### config.mk
export PLATFORM = sky130hd
export DESIGN_NAME = arilla_bus_arbiter
export DESIGN_NICKNAME = d
export VERILOG_FILES = /design/src/rtl/arilla_bus_arbiter.sv
export SDC_FILE = /design/constraint.sdc
export NUM_CORES = 1
export LEC_CHECK = 0
export ABC_AREA = 1
export BUFFER_PORTS_ARGS = -buffer_cell sky130_fd_sc_hd__buf_2
export CAP_MARGIN = 30
export CORE_AREA = 2 2 39 41
export DETAILED_ROUTE_END_ITERATION = 16
export DIE_AREA = 0 0 41 43
export GPL_TIMING_DRIVEN = 0
export HOLD_SLACK_MARGIN = 0.06
export PLACE_DENSITY = 0.53
export SLEW_MARGIN = 20
export SYNTH_ARGS = -nofsm -noshare
export SYNTH_HDL_FRONTEND = slang
export SYNTH_SLANG_ARGS = --single-unit
### constraint.sdc
create_clock -name clk -period 0.8 [get_ports clk]
set_input_delay 0.12 -clock clk [delete_from_list [all_inputs] [get_ports clk]]
set_output_delay 0.12 -clock clk [all_outputs]
set_load 0.01 [all_outputs]
### src/rtl/arilla_bus_arbiter.sv
// Round-robin owner arbiter for the shared arilla bus.
// Grants one master at a time. A grant is held while that master keeps req high.
// On release, the next requester found from the rotated pointer is granted at the same edge.
// Optional watchdog: define ARILLA_ARB_TIMEOUT_EN to revoke a grant after MaxHold cycles.
// Ports:
//   clk         rising-edge clock
//   rst         synchronous active-high reset
//   req         per-master request, held for the whole transaction
//   available   per-master grant, one-hot or zero (registered)
//   grant_valid any grant active (registered)
//   grant_id    index of the current owner, 0 when idle (registered)
//   timeout     one-cycle pulse when the watchdog revokes a grant (registered)
module arilla_bus_arbiter #(
    parameter int unsigned NumMasters = 2,
    parameter int unsigned IdWidth    = (NumMasters > 1) ? $clog2(NumMasters) : 1,
    parameter int unsigned MaxHold    = 64
) (
    input  logic                  clk,
    input  logic                  rst,
    input  logic [NumMasters-1:0] req,
    output logic [NumMasters-1:0] available,
    output logic                  grant_valid,
    output logic [IdWidth-1:0]    grant_id,
    output logic                  timeout
);

    typedef enum logic {IDLE, OWNED} state_t;

    state_t                state_q, state_d;
    logic [NumMasters-1:0] available_d;
    logic                  grant_valid_d;
    logic [IdWidth-1:0]    grant_id_d;
    logic                  timeout_d;
    logic [IdWidth-1:0]    rr_ptr_q, rr_ptr_d;
    logic [IdWidth-1:0]    grant_sel;

`ifdef ARILLA_ARB_TIMEOUT_EN
    localparam int unsigned HoldW = $clog2(MaxHold + 1);
    logic [HoldW-1:0] hold_q, hold_d;
`endif

    // First requester at or above ptr; wraps to the lowest requester otherwise.
    function automatic logic [IdWidth-1:0] rr_pick(input logic [NumMasters-1:0] r,
                                                   input logic [IdWidth-1:0]    ptr);
        logic [IdWidth-1:0] low_any;
        logic [IdWidth-1:0] low_above;
        logic               found_above;
        low_any     = '0;
        low_above   = '0;
        found_above = 1'b0;
        for (int j = int'(NumMasters) - 1; j >= 0; j--) begin
            if (r[j]) begin
                low_any = IdWidth'(j);
                if (IdWidth'(j) >= ptr) begin
                    low_above   = IdWidth'(j);
                    found_above = 1'b1;
                end
            end
        end
        return found_above ? low_above : low_any;
    endfunction

    function automatic logic [IdWidth-1:0] next_idx(input logic [IdWidth-1:0] o);
        return (o == IdWidth'(NumMasters - 1)) ? '0 : o + IdWidth'(1);
    endfunction

    // Next-state and next-output logic.
    always_comb begin
        state_d       = state_q;
        available_d   = available;
        grant_valid_d = grant_valid;
        grant_id_d    = grant_id;
        timeout_d     = 1'b0;
        rr_ptr_d      = rr_ptr_q;
        grant_sel     = '0;
`ifdef ARILLA_ARB_TIMEOUT_EN
        hold_d        = hold_q;
`endif
        case (state_q)
            IDLE: begin
                if (|req) begin
                    grant_sel     = rr_pick(req, rr_ptr_q);
                    state_d       = OWNED;
                    available_d   = NumMasters'(1) << grant_sel;
                    grant_valid_d = 1'b1;
                    grant_id_d    = grant_sel;
`ifdef ARILLA_ARB_TIMEOUT_EN
                    hold_d        = '0;
`endif
                end
            end
            OWNED: begin
                if (!req[grant_id]) begin
                    // Release: rotate past the owner and hand over at the same edge if possible.
                    rr_ptr_d = next_idx(grant_id);
                    if (|req) begin
                        grant_sel     = rr_pick(req, next_idx(grant_id));
                        available_d   = NumMasters'(1) << grant_sel;
                        grant_valid_d = 1'b1;
                        grant_id_d    = grant_sel;
`ifdef ARILLA_ARB_TIMEOUT_EN
                        hold_d        = '0;
`endif
                    end else begin
                        state_d       = IDLE;
                        available_d   = '0;
                        grant_valid_d = 1'b0;
                        grant_id_d    = '0;
                    end
                end
`ifdef ARILLA_ARB_TIMEOUT_EN
                else if (hold_q == HoldW'(MaxHold - 1)) begin
                    // Watchdog revoke: one dead cycle, then the owner re-competes.
                    rr_ptr_d      = next_idx(grant_id);
                    state_d       = IDLE;
                    available_d   = '0;
                    grant_valid_d = 1'b0;
                    grant_id_d    = '0;
                    timeout_d     = 1'b1;
                end else begin
                    hold_d = hold_q + HoldW'(1);
                end
`endif
            end
            default: state_d = IDLE;
        endcase
    end

    // State and output registers.
    always_ff @(posedge clk) begin
        if (rst) begin
            state_q     <= IDLE;
            available   <= '0;
            grant_valid <= 1'b0;
            grant_id    <= '0;
            timeout     <= 1'b0;
            rr_ptr_q    <= '0;
`ifdef ARILLA_ARB_TIMEOUT_EN
            hold_q      <= '0;
`endif
        end else begin
            state_q     <= state_d;
            available   <= available_d;
            grant_valid <= grant_valid_d;
            grant_id    <= grant_id_d;
            timeout     <= timeout_d;
            rr_ptr_q    <= rr_ptr_d;
`ifdef ARILLA_ARB_TIMEOUT_EN
            hold_q      <= hold_d;
`endif
        end
    end

    // Single owner on the bus and a consistent valid flag.
    assert property (@(posedge clk) disable iff (rst)
                     $onehot0(available) && (grant_valid == |available));

endmodule

==> impl_metrics.py, run 1 <==
metrics = {
    "synth": {
        "synth-xor-area-share_pct": 0,
        "synth.area.mux_share_pct": 0,
        "synthArstFlopShare_pct": 0,
        "yosys-top-cells-count": "nand2_1 (11), nand3_1 (8), dfxtp_1 (5)",
        "synth_most_common_cell": "nand2_1",
        "synth_top_family_by_area": "simple AND/OR/NAND/NOR gates",
        "post_synth_and_or_nand_nor_area_fraction_pct": 38.0,
        "ys_warn_count": 0,
        "avgSynthCellArea_um2": 6.91,
        "synth-compound-area-share_pct": 14.9,
        "syn-instance-count": 40,
        "syn_nets": 44,
        "synthAdderAreaFrac_pct": 0,
        "synth_flop_cell": "dfxtp_1",
        "synth_top_area_cell": "dfxtp_1",
        "syn_area_um2": 277,
        "seq_area_frac_synth_pct": 36.2,
        "synth_cell_types": 13,
        "netlist_top_cells_area": "dfxtp_1 (36%), nand2_1 (15%), nand3_1 (14%)",
        "synth_edf_count": 0,
        "synth.top_cell.area_share_pct": 36.2,
        "synth-seq-cells": 5,
    },
    "drt": {
        "drtAntennaViolNets": 0,
        "drt_iter0_drc": 1,
        "drt_pass1_iterations": 2,
        "routed_wl_um": 628,
        "drc": 0,
        "vias": 299,
        "viasPerCell": 4.40,
        "route.detailed.wl_per_inst_um": 9.24,
    },
    "clocking": {
        "clockBufferDepth": 2,
        "htree_levels": 1,
        "path_clk_slew_ns": 0.04,
        "cts_root_buf": "clkbuf_4",
        "cts_tree": "built",
        "cts_sinks": 5,
        "worstSkewPairLatency_ns": 0.24,
        "numCtsBuffers": 3,
    },
    "place": {
        "numPortBuffers": 7,
        "gp_congestion": 0.719,
        "hpwl_um": 428,
    },
    "die": {
        "dieHeight_um": 43,
        "rows": 14,
        "start_util_pct": 20.0,
        "fp.dieW_um": 41,
        "core_mm2": 0.00138,
        "dieArea_mm2": 0.00176,
        "num_io_pins": 9,
    },
    "timing": {
        "fmax_mhz": 1070,
        "period_needed_ns": 0.932,
        "setup_viol": 6,
        "setup_slack_ns": -0.132,
        "period_share_pct": 116,
        "timing.setup.tns_ns": -0.518,
        "rsz0062_at_grt": "true",
        "slew_viol_final": 0,
        "hold_viol_final": 0,
        "final.setup_skew_ns": 0.00407,
    },
    "hold_path": {
        "worstHoldPathCells": 2,
        "min-delay-path-class": "primary input to flip-flop",
        "min-delay-start": "rst",
        "hold_end": "available[1]$_SDFFE_PP0P_",
    },
    "pwr": {
        "power.share.switching_pct": 28.7,
        "vdd_drop_max_uv": 645,
        "switching_power_uw": 222,
        "p_leak_nw": 0.187,
        "p_total_uw": 772,
        "p_per_area_mw_per_mm2": 1720,
        "p_int_uw": 550,
        "p_seq_share_pct": 38.0,
        "pwr-share-clk_pct": 37.1,
        "combPwrFrac_pct": 24.9,
    },
    "worst_setup_path": {
        "rr_worst_depth": 5,
        "r2r_slack_ns": -0.11,
        "crit_path_max_fanout": 5,
        "arrival_ns": 0.81,
        "r2r_end": "available[1]$_SDFFE_PP0P_",
        "start_kind": "flip-flop",
        "r2r-start": "available[1]$_SDFFE_PP0P_",
        "worstSetupEndpointType": "output pin",
        "cp.required_ns": 0.68,
        "criticalPathCategory": "flip-flop to output pin",
    },
    "run_status": {
        "outcome": "finished with violations",
        "failed_checks": "setup timing",
    },
    "flow_run": {
        "cap_violations": 0,
    },
    "finish": {
        "nNetsFinal": 57,
        "drive_above_1_share_pct": 61.5,
        "antenna_cells": 0,
        "area_growth_pct": 62.0,
    },
    "grt": {
        "grt_pass1_vias": 260,
        "grt_max_degree": 8,
        "grt_pass1_wl_mm": 1.03,
        "antenna_found_initial": 0,
        "grtUsageTotal_pct": 8.53,
        "grt_overflow": 0,
    },
}
[stage by stage]
stage | instances | cell area [um2] | utilization (%) | hold WS [ns] | setup WS, ns
floorplan | 40 | 287 | - | 0.173 | -0.0869
global placement | 63 | 342 | 24.7 | 0.351 | -0.142
detailed placement | 63 | 342 | 24.7 | 0.348 | -0.144
CTS | 67 | 420 | 30.4 | 0.0926 | -0.138
global route | 68 | 448 | 32.4 | 0.115 | -0.157
finish | 68 | 448 | 32.4 | 0.118 | -0.132
[layout make-up]
| type | count | area (um2) |
|---|---|---|
| plain buffers | 2 | 18.8 |
| clock buffers | 4 | 26.3 |
| fillers | 159 | 936 |
| inverters | 3 | 13.8 |
| multi-input cells | 30 | 198 |
| flip-flops and latches | 5 | 110 |
| well taps | 16 | 20.0 |
| repair buffers | 8 | 61.3 |
[cells in the final DEF, fill, tap and decap left out]
cell	count
inv_4	1
a21oi_1	1
o21ai_4	1
nand2_1	7
buf_2	4
nand3_2	1
nor2_1	2
nand2_2	3
dfxtp_2	2
buf_6	4
dfxtp_1	1
nand3_4	1
nand2_4	2
inv_2	2
nand3_1	7
buf_4	2
dfxtp_4	2
conb_1	1
clkbuf_4	3
a21oi_2	4
clkbuf_1	1
[repair_timing]
action                     CTS  global route
gates resized for setup     13             6
hold buffers                 0             0
buffers inserted             0             1
pin swaps                    1             0
setup endpoints to repair    8             8
[worst max path at each step]
stage	to	slack (ns)	startpoint
after floorplan	available[1]$_SDFFE_PP0P_	-0.09	available[1]$_SDFFE_PP0P_
after global placement	available[1]$_SDFFE_PP0P_	-0.14	available[1]$_SDFFE_PP0P_
after detailed placement	available[1]$_SDFFE_PP0P_	-0.14	available[1]$_SDFFE_PP0P_
after CTS	available[1]	-0.14	available[1]$_SDFFE_PP0P_
after global routing	available[1]	-0.16	available[1]$_SDFFE_PP0P_
final	available[1]	-0.13	available[1]$_SDFFE_PP0P_
[critical path, cell delays in order (launching register included)]
cell and delay (ns):
dfxtp_4 0.36, buf_6 0.11, buf_6 0.11
[power by group through the flow]
stage / clock network (mW) / logic, mW / registers (mW)
6_report: 0.286 / 0.192 / 0.293
5_1_grt: 0.321 / 0.211 / 0.296
4_1_cts: 0.303 / 0.173 / 0.291
3_5_place_dp: 0 / 0.136 / 0.291
3_3_place_gp: 0 / 0.136 / 0.291
2_1_floorplan: 0 / 0.0840 / 0.295
[layer usage]
layer  part of all wire (%)  global-route usage, %
met1                     44                   11.2
met2                     50                   11.9
met3                    5.1                   1.57
met4                      0                   6.00
met5                      0                      0
[logic make-up (layout without fill, tap and decap cells)]
logic type | Yosys count | after routing
buf+inv | 5 | 17
flops | 5 | 5
simple gates | 23 | 23
other cells | 1 | 1
compound gates | 6 | 6
[registers in the layout, summed over array words and instances, names as in the netlist]
| signal | cells |
|---|---|
| available | 2 |
| grant_valid | 1 |
| rr_ptr_q | 1 |
| state_q | 1 |
(Power assumes the default switching activity.)
==> run 2: changes to the inputs <==
--- a/config.mk
+++ b/config.mk
@@ -13,7 +13,7 @@
 export DIE_AREA = 0 0 41 43
 export GPL_TIMING_DRIVEN = 0
 export HOLD_SLACK_MARGIN = 0.06
-export PLACE_DENSITY = 0.53
+export PLACE_DENSITY = 0.35
 export SLEW_MARGIN = 20
 export SYNTH_ARGS = -nofsm -noshare
 export SYNTH_HDL_FRONTEND = slang
==> constraint.sdc (replaced) <==
create_clock -name clk -period 0.9 [get_ports clk]
set_input_delay 0.135 -clock clk [delete_from_list [all_inputs] [get_ports clk]]
set_output_delay 0.135 -clock clk [all_outputs]
set_load 0.01 [all_outputs]
==> run 2 against run 1 <==
  * The flow still finishes with violations (setup timing)
  * Clock skew increased by 0.0012 ns
  * Die area unchanged
  * Hold slack better by 0.0078 ns
  * Sequential share of layout area decreased by 0.42 points
  * Clock power is 9.4% lower
  * Largest cell class unchanged
  * Highest routed layer is now met4
==> impl_metrics.py, run 2 (synthesized netlist as in run 1, its figures left out) <==
metrics = {
    "run_status": {
        "outcome": "finished with violations",
        "failed_checks": "setup timing",
    },
    "timing": {
        "hold_viol_final": 0,
        "period_share_pct": 107,
        "fmax_mhz": 1040,
        "final.setup_skew_ns": 0.00526,
        "rsz0062_at_grt": "true",
        "setup_viol": 5,
        "slew_viol_final": 0,
        "period_needed_ns": 0.961,
        "setup_slack_ns": -0.0606,
    },
    "clocking": {
        "cts_tree": "built",
        "cts_sinks": 5,
        "worstSkewPairLatency_ns": 0.24,
        "cts_root_buf": "clkbuf_4",
        "htree_levels": 1,
        "numCtsBuffers": 3,
        "clockBufferDepth": 2,
        "path_clk_slew_ns": 0.05,
    },
    "pwr": {
        "p_total_uw": 686,
        "vdd_drop_max_uv": 666,
        "p_leak_nw": 0.196,
        "p_per_area_mw_per_mm2": 1540,
    },
    "drt": {
        "drc": 0,
        "routed_wl_um": 701,
        "drtAntennaViolNets": 0,
        "route.detailed.wl_per_inst_um": 10.0,
        "vias": 299,
        "viasPerCell": 4.27,
        "drt_iter0_drc": 0,
        "drt_pass1_iterations": 1,
    },
    "grt": {
        "grt_pass1_vias": 254,
        "grt_overflow": 0,
        "grtUsageTotal_pct": 9.26,
        "grt_pass1_wl_mm": 1.04,
        "grt_max_degree": 8,
        "antenna_found_initial": 0,
    },
    "die": {
        "start_util_pct": 20.0,
        "dieHeight_um": 43,
        "rows": 14,
        "fp.dieW_um": 41,
        "num_io_pins": 9,
        "core_mm2": 0.00138,
        "dieArea_mm2": 0.00176,
    },
    "worst_setup_path": {
        "arrival_ns": 1.13,
        "cp.required_ns": 1.07,
        "r2r_slack_ns": -0.06,
        "criticalPathCategory": "flip-flop to flip-flop",
        "crit_path_max_fanout": 6,
        "worstSetupEndpointType": "flip-flop",
        "start_kind": "flip-flop",
    },
    "finish": {
        "fill_cells": 150,
        "regArea_um2": 108,
        "final_common_cell": "nand2_1",
        "multi_input_area_um2": 188,
        "final_cell_mix": "nand2_1 (8), nand3_1 (7), buf_2 (6)",
        "largest_reg_flops": 2,
        "drive_above_1_share_pct": 51.9,
        "nNetsFinal": 59,
        "area_growth_pct": 61.1,
        "antenna_cells": 0,
        "top_register": "available",
    },
    "flow_run": {
        "cap_violations": 0,
    },
    "hold_path": {
        "min-delay-path-class": "primary input to flip-flop",
    },
    "place": {
        "dp_slack_ns": -0.107,
        "numPortBuffers": 7,
        "gp_congestion": 0.706,
        "hpwl_um": 482,
    },
}
run 2: changes by cell type in the layout (fill, tap and decap cells not counted), sizes merged:
cell | previous run | this run
buf | 10 | 12
run 2: final timing paths:
path                                 start  depth (start not counted)                   endpoint
setup / recovery        state_q$_SDFF_PP0_                          5  available[0]$_SDFFE_PP0P_
hold / removal                         rst                          2  available[1]$_SDFFE_PP0P_
setup reg to reg        state_q$_SDFF_PP0_                          5  available[0]$_SDFFE_PP0P_
hold reg to reg   grant_valid$_SDFFE_PP0P_                          2   grant_valid$_SDFFE_PP0P_
run 2: where the power goes:
| part | switching, mW | internal, mW | leakage [nW] | total [mW] |
|---|---|---|---|---|
| registers | 0.0185 | 0.239 | 0.0426 | 0.257 |
| clock network | 0.0914 | 0.168 | 0.0150 | 0.259 |
| logic | 0.0908 | 0.0791 | 0.138 | 0.170 |
| total | 0.201 | 0.485 | 0.196 | 0.686 |
run 2: timing repair:
item / in CTS / in global routing
pin swaps: 2 / 7
cloned: 0 / 0
hold buffers: 0 / 0
endpoints found under the setup margin: 4 / 6
hold endpoints to repair: 0 / 0
gates resized for setup: 8 / 7
buffers inserted: 2 / 1
run 2: through the flow:
stage | utilization [%] | area [um2] | instances | setup TNS [ns] | hold WS, ns
6_report | 32.2 | 445 | 70 | -0.224 | 0.126
5_1_grt | 32.2 | 445 | 70 | -0.513 | 0.122
4_1_cts | 29.8 | 413 | 69 | -0.188 | 0.120
3_5_place_dp | 24.2 | 335 | 63 | -0.284 | 0.372
3_3_place_gp | 24.2 | 335 | 63 | -0.357 | 0.372
2_1_floorplan | - | 280 | 40 | 0 | 0.188
run 2: worst max-delay path: stages (launching register included):
cell and delay, ns:
dfxtp_4 0.36, inv_1 0.13, nand3_1 0.10, nand2_1 0.11, nand2_2 0.07, a21oi_2 0.13
run 2: layout make-up:
class | count | share of cell area (%)
multi-input cells | 30 | 42.1
flip-flops and latches | 5 | 24.2
repair buffers | 10 | 16.0
clock buffers | 4 | 5.90
well taps | 16 | 4.49
plain buffers | 2 | 4.21
inverters | 3 | 3.09
run 2: layer usage:
| layer | up-vias | wire, um | track usage [%] |
|---|---|---|---|
| met5 | - | 0 | 0 |
| li1 | 158 | - | - |
| met3 | 2 | 45 | 3.14 |
| met2 | 7 | 315 | 10.9 |
| met4 | 0 | 5 | 8.00 |
| met1 | 132 | 334 | 12.6 |
==> run 3: changes to the inputs <==
--- a/config.mk
+++ b/config.mk
@@ -14,7 +14,9 @@
 export GPL_TIMING_DRIVEN = 0
 export HOLD_SLACK_MARGIN = 0.06
 export PLACE_DENSITY = 0.35
+export RECOVER_POWER = 100
 export SLEW_MARGIN = 20
 export SYNTH_ARGS = -nofsm -noshare
 export SYNTH_HDL_FRONTEND = slang
 export SYNTH_SLANG_ARGS = --single-unit
+export TNS_END_PERCENT = 1
==> run 3 against run 2 <==
  * Utilization shrank 0.18 points
  * The run still ends with setup timing left
  * Hold slack gained 0.0015 ns
  * Non-clock buffer count is the same
  * Die area is the same
  * Register-to-register slack is essentially flat
  * Count of clock-buffer cells in the layout is the same
  * Total power shrank 0.22%
  * Via count shrank 0.67%
  * Critical endpoint unchanged
  * Sequential power is essentially flat
  * Design area shrank 0.56%
==> impl_metrics.py, run 3 (synthesized netlist as in run 1, its figures left out) <==
metrics = {
    "run_status": {
        "outcome": "finished with violations",
        "failed_checks": "setup timing",
    },
    "drt": {
        "route.detailed.wl_per_inst_um": 9.94,
        "routed_wl_um": 696,
        "drt_pass1_iterations": 2,
        "drtAntennaViolNets": 0,
        "drt_iter0_drc": 3,
        "viasPerCell": 4.24,
        "drc": 0,
        "vias": 297,
    },
    "timing": {
        "final.setup_skew_ns": 0.00526,
        "fmax_mhz": 1030,
        "timing.setup.tns_ns": -0.239,
        "setup_viol": 5,
        "period_needed_ns": 0.970,
        "period_share_pct": 108,
        "setup_slack_ns": -0.0700,
        "slew_viol_final": 0,
        "worst_hold_slack_ns": 0.127,
        "hold_viol_final": 0,
        "rsz0062_at_grt": "true",
    },
    "clocking": {
        "cts_root_buf": "clkbuf_4",
        "numCtsBuffers": 3,
        "cts_sinks": 5,
        "htree_levels": 1,
        "cts_tree": "built",
        "holdBufCountCts": 0,
        "clockBufferDepth": 2,
        "path_clk_slew_ns": 0.05,
        "worstSkewPairLatency_ns": 0.24,
    },
    "worst_setup_path": {
        "max_stage_delay_ns": 0.36,
        "start_kind": "flip-flop",
        "cp.required_ns": 1.07,
        "slowest_stage": "dfxtp_4",
        "r2r-start": "state_q$_SDFF_PP0_",
        "crit_start": "state_q$_SDFF_PP0_",
        "crit_path_max_fanout": 6,
        "cp.depth": 5,
        "arrival_ns": 1.14,
        "critPathBufInv": 1,
        "worstSetupEndpointType": "flip-flop",
        "r2r_end": "available[0]$_SDFFE_PP0P_",
        "criticalPathCategory": "flip-flop to flip-flop",
        "r2r_slack_ns": -0.07,
        "worstPathCellList": "inv_1, nand3_1, nand2_1, nand2_2, a21oi_2",
        "crit_end": "available[0]$_SDFFE_PP0P_",
        "rr_worst_depth": 5,
        "critPathTopFamily": "flip-flops",
    },
    "die": {
        "rows": 14,
        "fp.dieW_um": 41,
        "num_io_pins": 9,
        "core_mm2": 0.00138,
        "start_util_pct": 20.0,
        "dieHeight_um": 43,
        "dieArea_mm2": 0.00176,
    },
    "finish": {
        "nNetsFinal": 59,
        "largest_reg_flops": 2,
        "final_common_cell": "nand2_1",
        "final_cell_mix": "nand2_1 (9), nand3_1 (7), buf_2 (6)",
        "top_register": "available",
        "final_cell_count_no_fill": 70,
        "area_growth_pct": 60.2,
        "antenna_cells": 0,
        "drive_above_1_share_pct": 50.0,
    },
    "grt": {
        "grt_pass1_wl_mm": 1.05,
        "grtUsageTotal_pct": 9.26,
        "grt_pass1_vias": 252,
        "grt_overflow": 0,
        "grt_max_degree": 8,
        "antenna_found_initial": 0,
    },
    "pwr": {
        "vdd_drop_max_uv": 666,
        "p_leak_nw": 0.195,
        "p_per_area_mw_per_mm2": 1550,
    },
    "place": {
        "numPortBuffers": 7,
        "gp_congestion": 0.706,
        "hpwl_um": 482,
        "place_inst": 63,
    },
    "hold_path": {
        "min-delay-path-class": "primary input to flip-flop",
    },
    "flow_run": {
        "cap_violations": 0,
    },
}
run 3: changes by cell type in the layout (fill, tap and decap cells not counted):
cell     change
nand2_1      +1
nand2_2      -1
run 3: worst reg2reg max path, stage by stage, from the launching register on:
cell and delay (ns):
dfxtp_4 0.36, inv_1 0.14, nand3_1 0.10, nand2_1 0.11
nand2_2 0.07, a21oi_2 0.13
run 3: stage by stage:
stage	utilization [%]	setup slack (ns)	power (mW)	cell area, um2
2_1_floorplan	-	0.00911	0.334	280
3_3_place_gp	24.2	-0.127	0.382	335
3_5_place_dp	24.2	-0.107	0.379	335
4_1_cts	29.8	-0.0515	0.680	413
5_1_grt	32.0	-0.132	0.732	443
6_report	32.0	-0.0700	0.685	443
run 3: where the power goes:
group	internal, mW	switching [mW]	total, mW	leakage, nW
registers	0.239	0.0181	0.257	0.0426
logic	0.0784	0.0904	0.169	0.138
clock network	0.168	0.0914	0.259	0.0150
run 3: final cells by class:
| cell class | count | area (um2) |
|---|---|---|
| Buffer | 2 | 18.8 |
| Sequential cell | 5 | 108 |
| Clock buffer | 4 | 26.3 |
| Timing Repair Buffer | 10 | 71.3 |
| Tap cell | 16 | 20.0 |
| Multi-Input combinational cell | 30 | 185 |
| Inverter | 3 | 13.8 |
| Fill cell | 149 | 941 |
run 3: per-layer routing:
layer	global-route usage (%)	up-vias	routed length (um)
met5	0	-	0
met4	8.00	0	5
met3	3.14	2	45
met2	10.6	7	304
met1	12.9	130	340
li1	-	158	-
run 3: worst min-delay path by stage:
stage                     startpoint                   endpoint  slack, ns  cells past startpoint
after floorplan                  rst  available[1]$_SDFFE_PP0P_       0.19                      1
after global placement           rst  available[1]$_SDFFE_PP0P_       0.37                      2
after detailed placement         rst  available[1]$_SDFFE_PP0P_       0.37                      2
after CTS                        rst  available[1]$_SDFFE_PP0P_       0.12                      2
after global routing             rst  available[1]$_SDFFE_PP0P_       0.12                      2
final                            rst  available[1]$_SDFFE_PP0P_       0.13                      2
run 3: timing repair:
action	CTS	global route
pin swaps	2	6
resized for setup	8	6
setup endpoints to repair	4	6
buffers inserted	2	1
